File: config.mk
export PLATFORM = sky130hd
export DESIGN_NAME = mem_store_driver
export DESIGN_NICKNAME = d
export VERILOG_FILES = /design/src/rtl/mem_store_driver_pkg.sv /design/src/rtl/mem_store_driver_store_fifo2.sv /design/src/rtl/mem_store_driver.sv
export SDC_FILE = /design/constraint.sdc
export NUM_CORES = 1
export LEC_CHECK = 0
export CAP_MARGIN = 10
export CORE_UTILIZATION = 49
export CTS_CLUSTER_SIZE = 25
export DETAILED_ROUTE_END_ITERATION = 10
export GPL_TIMING_DRIVEN = 0
export PLACE_DENSITY = 0.71
export SLEW_MARGIN = 0
export SYNTH_ARGS = -nofsm -noshare
export SYNTH_HDL_FRONTEND = slang
export SYNTH_SLANG_ARGS = --single-unit
File: constraint.sdc
create_clock -name clk -period 2.3 [get_ports clk]
set_clock_uncertainty 0.2 [all_clocks]
set_input_delay 0.23 -clock clk [delete_from_list [all_inputs] [get_ports clk]]
set_output_delay 0.23 -clock clk [all_outputs]
set_load 0.01 [all_outputs]
File: src/rtl/mem_store_driver_pkg.sv
// Shared definitions for the MainBus-to-MemData store path: bus width,
// wait-counter width and write-sequencer state encodings.
package mem_store_driver_pkg;
   localparam int BUS_W = 8;
   localparam int CNT_W = 4;

   typedef enum logic [1:0] {
      ST_IDLE   = 2'd0,
      ST_SETUP  = 2'd1,
      ST_STROBE = 2'd2,
      ST_HOLD   = 2'd3
   } state_t;
endpackage

File: src/rtl/mem_store_driver_store_fifo2.sv
// Two-entry FIFO buffering stored bytes; width is parameterised so a parity
// bit can ride along with each entry.
module store_fifo2 import mem_store_driver_pkg::*; #(
   parameter int W = BUS_W
) (
   input  logic         clk,
   input  logic         reset_n,
   input  logic         push,
   input  logic         pop,
   input  logic [W-1:0] wr_data,
   output logic         accept,
   output logic [W-1:0] head_data,
   output logic [W-1:0] next_head,
   output logic [1:0]   count,
   output logic         full
);
   logic [W-1:0] mem [2];
   logic         head;
   logic         tail;

   assign full      = (count == 2'd2);
   assign accept    = push & (~full | pop);
   assign head_data = mem[head];
   // Entry that becomes head after a pop; with one entry left it is the byte being pushed.
   assign next_head = full ? mem[~head] : wr_data;

   always_ff @(posedge clk or negedge reset_n) begin
      if (!reset_n) begin
         head  <= 1'b0;
         tail  <= 1'b0;
         count <= 2'd0;
      end else begin
         if (pop)
            head <= ~head;
         if (accept)
            tail <= ~tail;
         count <= count + {1'b0, accept} - {1'b0, pop};
      end
   end

   always_ff @(posedge clk) begin
      if (accept)
         mem[tail] <= wr_data;
   end
endmodule

File: src/rtl/mem_store_driver.sv
// Store path from MainBus to MemData: buffers bytes and replays them with a
// setup / write-strobe / hold sequence. STORE_PARITY_EN adds a mem_parity output.
module mem_store_driver import mem_store_driver_pkg::*; #(
   parameter int WR_CYCLES = 2
) (
   input  logic       clk,
   input  logic       reset_n,
   input  logic [7:0] main_bus,
   input  logic       store_n,
   output logic       stall_n,
   output logic [7:0] mem_data,
   output logic       mem_data_oe_n,
   output logic       mem_we_n,
   output logic       overflow
`ifdef STORE_PARITY_EN
   ,
   output logic       mem_parity
`endif
);
`ifdef STORE_PARITY_EN
   localparam int ENTRY_W = BUS_W + 1;
`else
   localparam int ENTRY_W = BUS_W;
`endif

   logic [ENTRY_W-1:0] wr_entry;
   logic [ENTRY_W-1:0] head_data;
   logic [ENTRY_W-1:0] next_head;
   logic [ENTRY_W-1:0] data_q;
   logic               push;
   logic               pop;
   logic               accept;
   logic               full;
   logic [1:0]         count;
   logic [CNT_W-1:0]   wait_cnt;
   state_t             state;

`ifdef STORE_PARITY_EN
   assign wr_entry   = {^main_bus, main_bus};
   assign mem_parity = data_q[BUS_W];
`else
   assign wr_entry   = main_bus;
`endif
   assign mem_data = data_q[BUS_W-1:0];
   assign push     = ~store_n;
   assign pop      = (state == ST_HOLD);
   assign stall_n  = ~full;

   store_fifo2 #(.W(ENTRY_W)) u_fifo (
      .clk       (clk),
      .reset_n   (reset_n),
      .push      (push),
      .pop       (pop),
      .wr_data   (wr_entry),
      .accept    (accept),
      .head_data (head_data),
      .next_head (next_head),
      .count     (count),
      .full      (full)
   );

   always_ff @(posedge clk or negedge reset_n) begin
      if (!reset_n) begin
         state         <= ST_IDLE;
         data_q        <= '0;
         mem_data_oe_n <= 1'b1;
         mem_we_n      <= 1'b1;
         wait_cnt      <= '0;
         overflow      <= 1'b0;
      end else begin
         if (push && !accept)
            overflow <= 1'b1;
         case (state)
            ST_IDLE: begin
               if (count != 2'd0) begin
                  state         <= ST_SETUP;
                  data_q        <= head_data;
                  mem_data_oe_n <= 1'b0;
               end
            end
            ST_SETUP: begin
               state    <= ST_STROBE;
               mem_we_n <= 1'b0;
               wait_cnt <= '0;
            end
            ST_STROBE: begin
               if (wait_cnt == CNT_W'(WR_CYCLES - 1)) begin
                  state    <= ST_HOLD;
                  mem_we_n <= 1'b1;
               end else begin
                  wait_cnt <= wait_cnt + CNT_W'(1);
               end
            end
            ST_HOLD: begin
               // Chain straight into the next write when anything remains after the pop.
               if (full || accept) begin
                  state  <= ST_SETUP;
                  data_q <= next_head;
               end else begin
                  state         <= ST_IDLE;
                  mem_data_oe_n <= 1'b1;
               end
            end
            default: state <= ST_IDLE;
         endcase
      end
   end
endmodule

==> flow_metrics.tcl <==
set metrics [dict create \
    dpl.hpwl_mm 2.74 \
    drv_slew 0 \
    synthTopCellsByCount "19 x dfrtp_1, 16 x edfxtp_1, 12 x nand2_1" \
    finalCritPeriodShare_pct 96.6 \
    p_leak_nw 0.884 \
    syn_area_sq_um 1890 \
    numClockSinks 37 \
    numCtsBuffers 5 \
    drc 0 \
    vias 1338 \
    clk_pin_slew_ns 0.06 \
    start_util_pct 51.3 \
    cts_hold_buf 0 \
    synthFlopType "dfrtp_1" \
    worstSetupPathType "register to output port" \
    worstMarginPinSlew_ns 1.03 \
    setup.worst_path.end_class "output port" \
    dieHeight_um 64.1 \
    antenna_found_initial 0 \
    powerDensity_nw_per_um2 1470 \
    hold_violations 0 \
    root_buffer "clkbuf_8" \
    yosysTopAreaCell "edfxtp_1" \
    vias_per_cell 5.55 \
    synth_top_area_share_pct 25.4 \
    postSynthCellCount 163 \
    synth_nets 182 \
    seqPwrFrac_pct 33.9 \
    grt_pass1_wl_mm 6.46 \
    required_ns 1.87 \
    cts_max_level 2 \
    synth-edff-count 16 \
    cp.arrival_ns 1.79 \
    instances_no_fill 241 \
    yosys_warnings 0 \
    post-synth-top-count-cell "dfrtp_1" \
    yosys_register_bits 37 \
    grt_max_degree 22 \
    dp_cells 233 \
    synthArstFlopShare_pct 56.8 \
    fp-row-count 22 \
    max_slew_margin_pct 31.3 \
    ir_drop_mv 0.850 \
    fp.coreArea_sq_um 3690 \
    internal_power_w 0.00204 \
    wirelength_mm 3.94 \
    p_clk_share_pct 12.3 \
    critPathTopFamily "buffers and inverters" \
    insertion_delay_ns 0.28 \
    outcome "complete, no violations" \
    period_minus_slack_ns 2.22 \
    synth_area_leaders "edfxtp_1 25%, dfrtp_1 25%, ha_1 5.3%" \
    avgSynthCellArea_sq_um 11.6 \
    antenna_cells 0 \
    area_growth_syn_to_layout_pct 19.8 \
    worst_hold_path_type "register to register" \
    portBuffers 22 \
    critical_path.slowest_cell "clkdlybuf4s50_1" \
    cp_max_fo 10 \
    netSwitchingFraction_pct 38.8 \
    power_frac_comb_pct 53.8 \
    cts_setup_buffers 0 \
    rsz0062_at_grt "no" \
    antenna_left 0 \
    cts_tree "done" \
    critPathLaunchType "register" \
    track_usage_pct 21.4 \
    place_area_sq_um 2170 \
    synth_cell_types 36 \
    wl_per_cell_um 16.3 \
    nets 211 \
    io_pins 23 \
    dieArea_sq_um 4110 \
    slowest_delay_ns 0.54 \
    grt_pass1_vias 1368 \
    cpMostUsedCell "buf_6" \
    switchingPower_w 0.00130 \
    clockBufferDepth 2 \
    yosysSeqAreaShare_pct 53.3 \
    critPathBufInv 4 \
    drive_above_1_share_pct 16.1 \
    firstDrtPassIters 4 \
    fin_area_sq_um 2270 \
    grt-ovfl-total 0 \
    drtIter0Drc 36 \
    place.gp.congestion 0.737 \
    setup_viol 0 \
    cp_cell_sequence "nor2b_4 > buf_6 > inv_2 > buf_6 > clkdlybuf4s50_1" \
    maxCapViolations 0 \
    fp.dieW_um 64.1 \
    fmax_mhz 450 \
]
## power groups by stage
stage,clock network (W),logic [W],registers [W]
final,0.000410,0.00180,0.00113
after global routing,0.000461,0.00195,0.00116
after CTS,0.000426,0.00181,0.00113
after detailed placement,0,0.00179,0.00114
after global placement,0,0.00172,0.00112
after floorplan,0,0.00121,0.00115
## stage by stage
step | setup slack, ns | util (%) | power (W) | TNS [ns] | hold WS [ns]
finish | 0.0771 | 61.4 | 0.00334 | 0 | 0.262
global route | 0.00800 | 61.4 | 0.00358 | 0 | 0.305
CTS | 0.0527 | 61.2 | 0.00336 | 0 | 0.266
detailed placement | -0.533 | 58.9 | 0.00293 | -5.11 | 0.245
global placement | -0.493 | 58.9 | 0.00284 | -4.58 | 0.241
floorplan | 0.0977 | - | 0.00236 | 0 | -0.266
## layer usage
layer / track usage (%) / wire (um) / vias up
li1: - / - / 644
met1: 25.6 / 1760 / 671
met2: 37.5 / 2030 / 21
met3: 4.82 / 117 / 2
met4: 7.78 / 29 / 0
met5: 0 / 0 / -
## placed cells by master (no fill, tap or decap), drive strengths merged, types with 6 or more instances in the layout
cell	netlist	final
nand2	12	12
clkbuf	2	9
edfxtp	16	16
buf	7	7
dfrtp	19	19
ha	8	8
nor2	6	6
o21ai	6	6
inv	6	6
a31oi	9	9
clkdlybuf4s50	0	22
nor2b	9	9
mux2	9	9
o211ai	8	8
a211oi	10	10
nand2b	9	9
## area by class of cell
cell class,count,area (sq um)
clock buffers,7,76.3
multi-input cells,111,816
repair buffers,22,220
fillers,313,1420
well taps,48,60.1
plain buffers,9,58.8
flip-flops and latches,37,1010
clock inverters,1,3.75
inverters,6,22.5
## what timing repair did
action / 4_1_cts / 5_1_grt
cloned: 0 / 0
hold endpoints to repair: 0 / 0
endpoints found under the setup margin: 16 / 16
gates resized for setup: 2 / 2
## logic make-up (layout without fill, tap and decap cells)
logic type,after synthesis,in the layout,share of synthesized area [%]
mux,9,9,5.56
fa+ha+maj,8,8,5.29
buf+inv,15,45,4.23
flops,37,37,53.3
simple gates,49,49,14.2
compound gates,39,39,14.7
xor+xnor,6,6,2.78
## sequential cells by signal, summed over array words and instances, names as in the netlist
| name | cells |
|---|---|
| state | 2 |
| wait_cnt | 4 |
| mem_we_n | 1 |
| mem_data | 8 |
| u_fifo.head | 1 |
| u_fifo.mem | 16 |
| u_fifo.count | 2 |
| mem_data_oe_n | 1 |
| u_fifo.tail | 1 |
| overflow | 1 |
## final timing paths
| check | from | endpoint | slack, ns | depth (start not counted) |
|---|---|---|---|---|
| max reg2reg | state[1] | u_fifo.mem[1][1] | 0.17 | 5 |
| min reg2reg | overflow | overflow | 0.26 | 1 |
| min in group asynchronous | reset_n | mem_data[3] | 0.32 | 1 |
| min | overflow | overflow | 0.26 | 1 |
| max | u_fifo.count[1] | stall_n | 0.08 | 5 |
| max in group asynchronous | reset_n | state[1] | 0.96 | 1 |
Note: power is estimated with default switching activity, not from simulation.
